<file path="config.mk">
export PLATFORM = sky130hd
export DESIGN_NAME = dct_row_scheduler_flat
export DESIGN_NICKNAME = d
export VERILOG_FILES = /design/src/rtl/dct_row_scheduler_if.sv /design/src/rtl/dct_row_scheduler.sv /design/src/flat_wrapper.sv
export SDC_FILE = /design/constraint.sdc
export NUM_CORES = 1
export LEC_CHECK = 0
export CAP_MARGIN = 20
export CORE_UTILIZATION = 42
export DETAILED_ROUTE_END_ITERATION = 10
export PLACE_DENSITY = 0.75
export SLEW_MARGIN = 20
export SYNTH_ARGS = -nofsm -noshare
export SYNTH_HDL_FRONTEND = slang
export SYNTH_SLANG_ARGS = --single-unit
</file>
<file path="constraint.sdc">
create_clock -name clk -period 2.4 [get_ports clk]
set_clock_uncertainty 0.2 [all_clocks]
set_input_delay 0.72 -clock clk [delete_from_list [all_inputs] [get_ports clk]]
set_output_delay 0.72 -clock clk [all_outputs]
set_load 0.05 [all_outputs]
</file>
<file path="src/rtl/dct_row_scheduler_if.sv">
// Row-fetch bus between the DCT row scheduler and the IMG ROM / row multiplier.
// The scheduler uses the master side; the multiplier (and bench) use the slave side.
interface dct_row_scheduler_if;
    logic [15:0] img_addr_a;
    logic [15:0] img_addr_b;
    logic        fetch_vld;
    logic [1:0]  fetch_pair;
    logic        row_valid;
    logic        row_ready;
    logic [2:0]  row_idx;
    logic [4:0]  blk_x;
    logic [4:0]  blk_y;

    modport master (
        output img_addr_a, img_addr_b, fetch_vld, fetch_pair,
        output row_valid, row_idx, blk_x, blk_y,
        input  row_ready
    );

    modport slave (
        input  img_addr_a, img_addr_b, fetch_vld, fetch_pair,
        input  row_valid, row_idx, blk_x, blk_y,
        output row_ready
    );
endinterface

</file>
<file path="src/rtl/dct_row_scheduler.sv">
// Walks an IMG_W x IMG_H image in 8x8 blocks, fetching each 8-pixel row as four pixel pairs.
// Optional feature: define DCT_SCHED_STALL_CNT_EN to add the 32-bit stall_cycles counter output.
module dct_row_scheduler #(
    parameter int IMG_W = 256,
    parameter int IMG_H = 256
) (
    input  logic                        clk,
    input  logic                        rst_n,
    input  logic                        start,
    input  logic                        abort,
    dct_row_scheduler_if.master         bus,
    output logic                        busy,
    output logic                        done
`ifdef DCT_SCHED_STALL_CNT_EN
    ,
    output logic [31:0]                 stall_cycles
`endif
);

    localparam logic [2:0] S_IDLE  = 3'd0;
    localparam logic [2:0] S_FETCH = 3'd1;
    localparam logic [2:0] S_WAIT  = 3'd2;
    localparam logic [2:0] S_ISSUE = 3'd3;
    localparam logic [2:0] S_DONE  = 3'd4;

    localparam logic [4:0] BX_LAST = 5'(IMG_W / 8 - 1);
    localparam logic [4:0] BY_LAST = 5'(IMG_H / 8 - 1);

    logic [2:0]  state, state_nxt;
    logic [1:0]  k, k_nxt;
    logic [2:0]  row, row_nxt;
    logic [4:0]  bx, bx_nxt;
    logic [4:0]  by, by_nxt;
    logic [15:0] line_nxt;
    logic [15:0] addr_nxt;
    logic [15:0] addr_a_p0, addr_b_p0;
    logic        fetch_vld_p1;
    logic [1:0]  fetch_pair_p1;

    always_comb begin
        state_nxt = state;
        k_nxt     = k;
        row_nxt   = row;
        bx_nxt    = bx;
        by_nxt    = by;
        case (state)
            S_IDLE: begin
                if (start && !abort) begin
                    state_nxt = S_FETCH;
                    k_nxt     = 2'd0;
                    row_nxt   = 3'd0;
                    bx_nxt    = 5'd0;
                    by_nxt    = 5'd0;
                end
            end
            S_FETCH: begin
                if (abort)
                    state_nxt = S_IDLE;
                else if (k == 2'd3)
                    state_nxt = S_WAIT;
                else
                    k_nxt = k + 2'd1;
            end
            S_WAIT: state_nxt = abort ? S_IDLE : S_ISSUE;
            S_ISSUE: begin
                // abort wins over a simultaneous row_ready: the row is not consumed
                if (abort) begin
                    state_nxt = S_IDLE;
                end else if (bus.row_ready) begin
                    k_nxt     = 2'd0;
                    state_nxt = S_FETCH;
                    if (row != 3'd7) begin
                        row_nxt = row + 3'd1;
                    end else begin
                        row_nxt = 3'd0;
                        if (bx != BX_LAST) begin
                            bx_nxt = bx + 5'd1;
                        end else begin
                            bx_nxt = 5'd0;
                            if (by != BY_LAST) begin
                                by_nxt = by + 5'd1;
                            end else begin
                                by_nxt    = 5'd0;
                                state_nxt = S_DONE;
                            end
                        end
                    end
                end
            end
            S_DONE:  state_nxt = S_IDLE;
            default: state_nxt = S_IDLE;
        endcase
    end

    // by*8+row is the image line; the product wraps modulo 2^16 by construction
    assign line_nxt = {8'd0, by_nxt, row_nxt};
    assign addr_nxt = line_nxt * 16'(IMG_W) + {8'd0, bx_nxt, 3'd0} + {13'd0, k_nxt, 1'b0};

    always_ff @(posedge clk or negedge rst_n) begin
        if (!rst_n) begin
            state         <= S_IDLE;
            k             <= 2'd0;
            row           <= 3'd0;
            bx            <= 5'd0;
            by            <= 5'd0;
            addr_a_p0     <= 16'd0;
            addr_b_p0     <= 16'd0;
            fetch_vld_p1  <= 1'b0;
            fetch_pair_p1 <= 2'd0;
        end else begin
            state <= state_nxt;
            k     <= k_nxt;
            row   <= row_nxt;
            bx    <= bx_nxt;
            by    <= by_nxt;
            // stage p0: address presented to the ROM during FETCH, held otherwise
            if (state_nxt == S_FETCH) begin
                addr_a_p0 <= addr_nxt;
                addr_b_p0 <= addr_nxt + 16'd1;
            end
            // stage p1: ROM data returns one cycle after its address
            fetch_vld_p1  <= (state == S_FETCH) && !abort;
            fetch_pair_p1 <= k;
        end
    end

    assign bus.img_addr_a = addr_a_p0;
    assign bus.img_addr_b = addr_b_p0;
    assign bus.fetch_vld  = fetch_vld_p1;
    assign bus.fetch_pair = fetch_pair_p1;
    assign bus.row_valid  = (state == S_ISSUE);
    assign bus.row_idx    = row;
    assign bus.blk_x      = bx;
    assign bus.blk_y      = by;
    assign busy           = (state != S_IDLE);
    assign done           = (state == S_DONE);

`ifdef DCT_SCHED_STALL_CNT_EN
    function automatic logic [31:0] sat_inc32(input logic [31:0] v);
        return (v == 32'hFFFF_FFFF) ? v : v + 32'd1;
    endfunction

    always_ff @(posedge clk or negedge rst_n) begin
        if (!rst_n)
            stall_cycles <= 32'd0;
        else if ((state == S_IDLE) && start && !abort)
            stall_cycles <= 32'd0;
        else if ((state == S_ISSUE) && !bus.row_ready)
            stall_cycles <= sat_inc32(stall_cycles);
    end
`endif

endmodule
</file>
<file path="src/flat_wrapper.sv">
// flat-port wrapper written by rule: the top's interface ports become plain ports
module dct_row_scheduler_flat 
#(
    parameter int IMG_W = 256,
    parameter int IMG_H = 256
)
  (clk, rst_n, start, abort, busy, done, bus_img_addr_a, bus_img_addr_b, bus_fetch_vld, bus_fetch_pair, bus_row_valid, bus_row_idx, bus_blk_x, bus_blk_y, bus_row_ready);
  dct_row_scheduler_if bus_i ();
  input  logic clk;
  input  logic rst_n;
  input  logic start;
  input  logic abort;
  output logic busy;
  output logic done;
  output wire logic [$bits(bus_i.img_addr_a)-1:0] bus_img_addr_a;
  output wire logic [$bits(bus_i.img_addr_b)-1:0] bus_img_addr_b;
  output wire logic [$bits(bus_i.fetch_vld)-1:0] bus_fetch_vld;
  output wire logic [$bits(bus_i.fetch_pair)-1:0] bus_fetch_pair;
  output wire logic [$bits(bus_i.row_valid)-1:0] bus_row_valid;
  output wire logic [$bits(bus_i.row_idx)-1:0] bus_row_idx;
  output wire logic [$bits(bus_i.blk_x)-1:0] bus_blk_x;
  output wire logic [$bits(bus_i.blk_y)-1:0] bus_blk_y;
  input wire logic [$bits(bus_i.row_ready)-1:0] bus_row_ready;
  assign bus_img_addr_a = bus_i.img_addr_a;
  assign bus_img_addr_b = bus_i.img_addr_b;
  assign bus_fetch_vld = bus_i.fetch_vld;
  assign bus_fetch_pair = bus_i.fetch_pair;
  assign bus_row_valid = bus_i.row_valid;
  assign bus_row_idx = bus_i.row_idx;
  assign bus_blk_x = bus_i.blk_x;
  assign bus_blk_y = bus_i.blk_y;
  assign bus_i.row_ready = bus_row_ready;
  dct_row_scheduler #(.IMG_W(IMG_W), .IMG_H(IMG_H)) u_core (.clk(clk), .rst_n(rst_n), .start(start), .abort(abort), .bus(bus_i), .busy(busy), .done(done));
endmodule
</file>
==> qor.yml <==
outcome: "finished clean"
share_of_cells_above_drive_strength_1_pct: 50.7
synth_enable_flop_cells: 0
drt_first_iter_violations: 37
arrival_ns: 1.43
max_clock_freq_mhz: 426
finalHoldViolations: 0
number_of_antenna_violations_at_the_first_check_in_global_routing: 0
fp.dieH_um: 68.7
ys_warn_count: 0
rsz0062_at_grt: "no"
relSlewSlack_pct: 61.2
actual_transition_at_the_worst_max_transition_pin_ns: 0.575
tritoncts: "done"
worstPathCellList: "or3_4, buf_4"
initial_core_util_pct: 45.0
final_max_slew_viol_count: 0
whs_ns: 0.195
drt_wl_cell_um: 15.8
drc_errors: 0
grt_first_pass_wirelength_um: 6560
crit_path_top_delay_cell: "sky130_fd_sc_hd__dfrtp_2"
clock_tree.htree_level_count: 2
count_of_nets_after_finishing: 229
cp_required_ns: 1.48
drt-total-wl_um: 4250
seq_area_frac_synth_pct: 49.6
syn_area_mm2: 0.00187
total_core_area_mm2: 0.00414
grt_pass1_vias: 1353
n_fill_cell: 344
cts_root_buf: "sky130_fd_sc_hd__clkbuf_8"
setup.worst_path.start_class: "flop"
grt_max_degree: 21
number_of_buffers_added_by_the_clock_tree_synthesis_step: 5
worstHoldPathType: "in -> async"
viasPerCell: 5.41
p_leak_nw: 1.24
post_cts_hold_buffer_count: 0
critPathCaptureType: "output pin"
cell_count_after_placement: 259
placementRows: 23
fin_util_pct: 59.2
postSynthCellCount: 165
die_area_mm2: 0.00472
powerDensity_mw_per_mm2: 641
placement.cell_area_mm2: 0.00232
timing_worst_setup_path_type: "reg -> out"
via_count: 1456
inserted_diodes: 0
portBuffers: 54
clock_path_buffers: 2
final_wtd_congestion: 0.922
postLayoutCellArea_mm2: 0.00245
final.period_utilization_pct: 97.7
clk_transition_reported_paths_ns: 0.07
place_hpwl_um: 3090
final_period_minus_worst_setup_slack_ns: 2.35
maxcap_viol_count: 0
drt.antenna.violating_nets: 0
critical-path-max-stage-delay_ns: 0.51
pin_count: 56
area_growth_syn_to_fin_pct: 31.4
avgSynthCellArea_um2: 11.3
synth_async_sr_flop_share_pct: 100
ys.flop_type: "sky130_fd_sc_hd__dfrtp_1"
clock_latency_reported_for_the_late_side_of_the_worst_skew_pair_ns: 0.29
numClockSinks: 37
post_synth_num_cell_types: 41
multi_input_area_um2: 803
peakVddDrop_mv: 0.652
gr-usage-all-layers_pct: 19.9
dieWidth_um: 68.7
synth_seq_cells: 37
drt-pass1-iter-count: 4
worstRegToRegCells: 8
synthesis.nets: 176
grt.overflow.total: 0
crit_path_max_fanout: 13
instances_no_fill: 269
sequential_cell_area_um2: 937
setup_violations: 0
cell type report:
class                   instances  area share, %
clock inverters                 1          0.306
clock buffers                   7           3.11
flip-flops and latches         37           38.2
inverters                       3          0.459
well taps                      50           2.55
repair buffers                 68           22.6
multi-input cells             103           32.8
Yosys cell counts (all sizes together) (2+ instances only):
cell,instances,area share (%)
dfrtp,37,50
buf,22,8.8
nor2,16,3.2
mux2,15,9.0
nand2,9,2.2
a22o,7,3.3
ha,6,4.0
o21ai,6,1.6
a21oi,5,1.5
and3,4,1.3
nand3,4,1.1
inv,3,0.60
nand2b,3,1.0
nor3b,3,1.5
nor4,3,1.3
a21o,2,0.80
a31oi,2,0.67
o31ai,2,0.80
path summary, 6_finish.rpt:
kind / slack, ns / endpoint / from
hold / removal: 0.19 / u_core.bus.fetch_vld$_DFF_PN0_ / rst_n
min in group clk: 0.27 / u_core.bus.img_addr_b[0]$_DFFE_PN0N_ / u_core.bus.img_addr_b[0]$_DFFE_PN0N_
hold reg to reg: 0.27 / u_core.bus.img_addr_b[0]$_DFFE_PN0N_ / u_core.bus.img_addr_b[0]$_DFFE_PN0N_
setup / recovery: 0.05 / busy / u_core.state[0]$_DFF_PN0_
max in group asynchronous: 1.33 / u_core.state[0]$_DFF_PN0_ / rst_n
setup reg to reg: 0.13 / u_core.bus.img_addr_b[11]$_DFFE_PN0N_ / u_core.bus.blk_x[0]$_DFF_PN0_
routing by layer:
metal  track usage, %  wire [um]
met1             24.2       1710
met2             32.5       2190
met3             4.44        303
met4             11.2         45
met5                0          0
state kept, by name, summed over array words and instances (netlist names):
signal	cells
u_core.bus.row_idx	3
u_core.k	2
u_core.bus.blk_y	5
u_core.bus.fetch_vld	1
u_core.bus.img_addr_b	16
u_core.bus.blk_x	5
u_core.state	3
u_core.bus.fetch_pair	2
power breakdown:
part | leakage, nW | switching [W] | internal [W] | total (W)
clock network | 0.0385 | 0.000214 | 0.000205 | 0.000420
logic | 0.714 | 0.000288 | 0.000153 | 0.000441
registers | 0.490 | 0.0000459 | 0.000666 | 0.000712
total | 1.24 | 0.000548 | 0.00102 | 0.00157
cell usage in the layout, fill, tap and decap left out, types with 2 or more instances in the layout:
master	instances
sky130_fd_sc_hd__buf_4	60
sky130_fd_sc_hd__dfrtp_1	28
sky130_fd_sc_hd__nor2_1	15
sky130_fd_sc_hd__mux2_2	15
sky130_fd_sc_hd__dfrtp_2	9
sky130_fd_sc_hd__nand2_1	8
sky130_fd_sc_hd__a22o_1	7
sky130_fd_sc_hd__clkbuf_8	5
sky130_fd_sc_hd__and3_1	4
sky130_fd_sc_hd__nand3_1	4
sky130_fd_sc_hd__a21oi_1	4
sky130_fd_sc_hd__ha_1	4
sky130_fd_sc_hd__o21ai_0	3
sky130_fd_sc_hd__buf_12	3
sky130_fd_sc_hd__nand2b_1	2
sky130_fd_sc_hd__inv_1	2
sky130_fd_sc_hd__a21o_1	2
sky130_fd_sc_hd__o21ai_1	2
sky130_fd_sc_hd__o31ai_1	2
sky130_fd_sc_hd__nor3b_2	2
sky130_fd_sc_hd__a31oi_1	2
sky130_fd_sc_hd__ha_2	2
sky130_fd_sc_hd__clkbuf_1	2
sky130_fd_sc_hd__dlygate4sd2_1	2
worst max-delay path, delay by kind of cell (launching register included):
kind | cells | cell delay, ns
flip-flops | 1 | 0.51
AND/OR/NAND/NOR | 1 | 0.43
buffers and inverters | 1 | 0.20
cells by family (layout without fill, tap and decap cells):
group                      Yosys count  in the layout  synth area share (%)
and+or+nand+nor                     52             52                  16.8
DFF                                 37             37                  49.6
AOI/OAI and AO/OA                   29             29                  10.9
buffers and inverters               25             79                  9.45
muxes                               15             15                  9.05
adders and majority gates            6              6                  4.02
other                                1              1                 0.201
per-stage QoR:
stage          setup slack [ns]  power (W)  TNS [ns]
2_1_floorplan           0.00633    0.00104         0
3_3_place_gp             -0.381    0.00115     -5.73
3_5_place_dp             -0.419    0.00116     -6.74
4_1_cts                  0.0284    0.00159         0
5_1_grt                  0.0140    0.00165         0
6_report                 0.0545    0.00157         0
what timing repair did:
item,in CTS,in global routing
setup buffers,2,0
pin swaps,2,0
setup endpoints to repair,17,18
resized for setup,8,4
gates cloned,0,0
No activity file was read; power rests on OpenSTA's default activity.
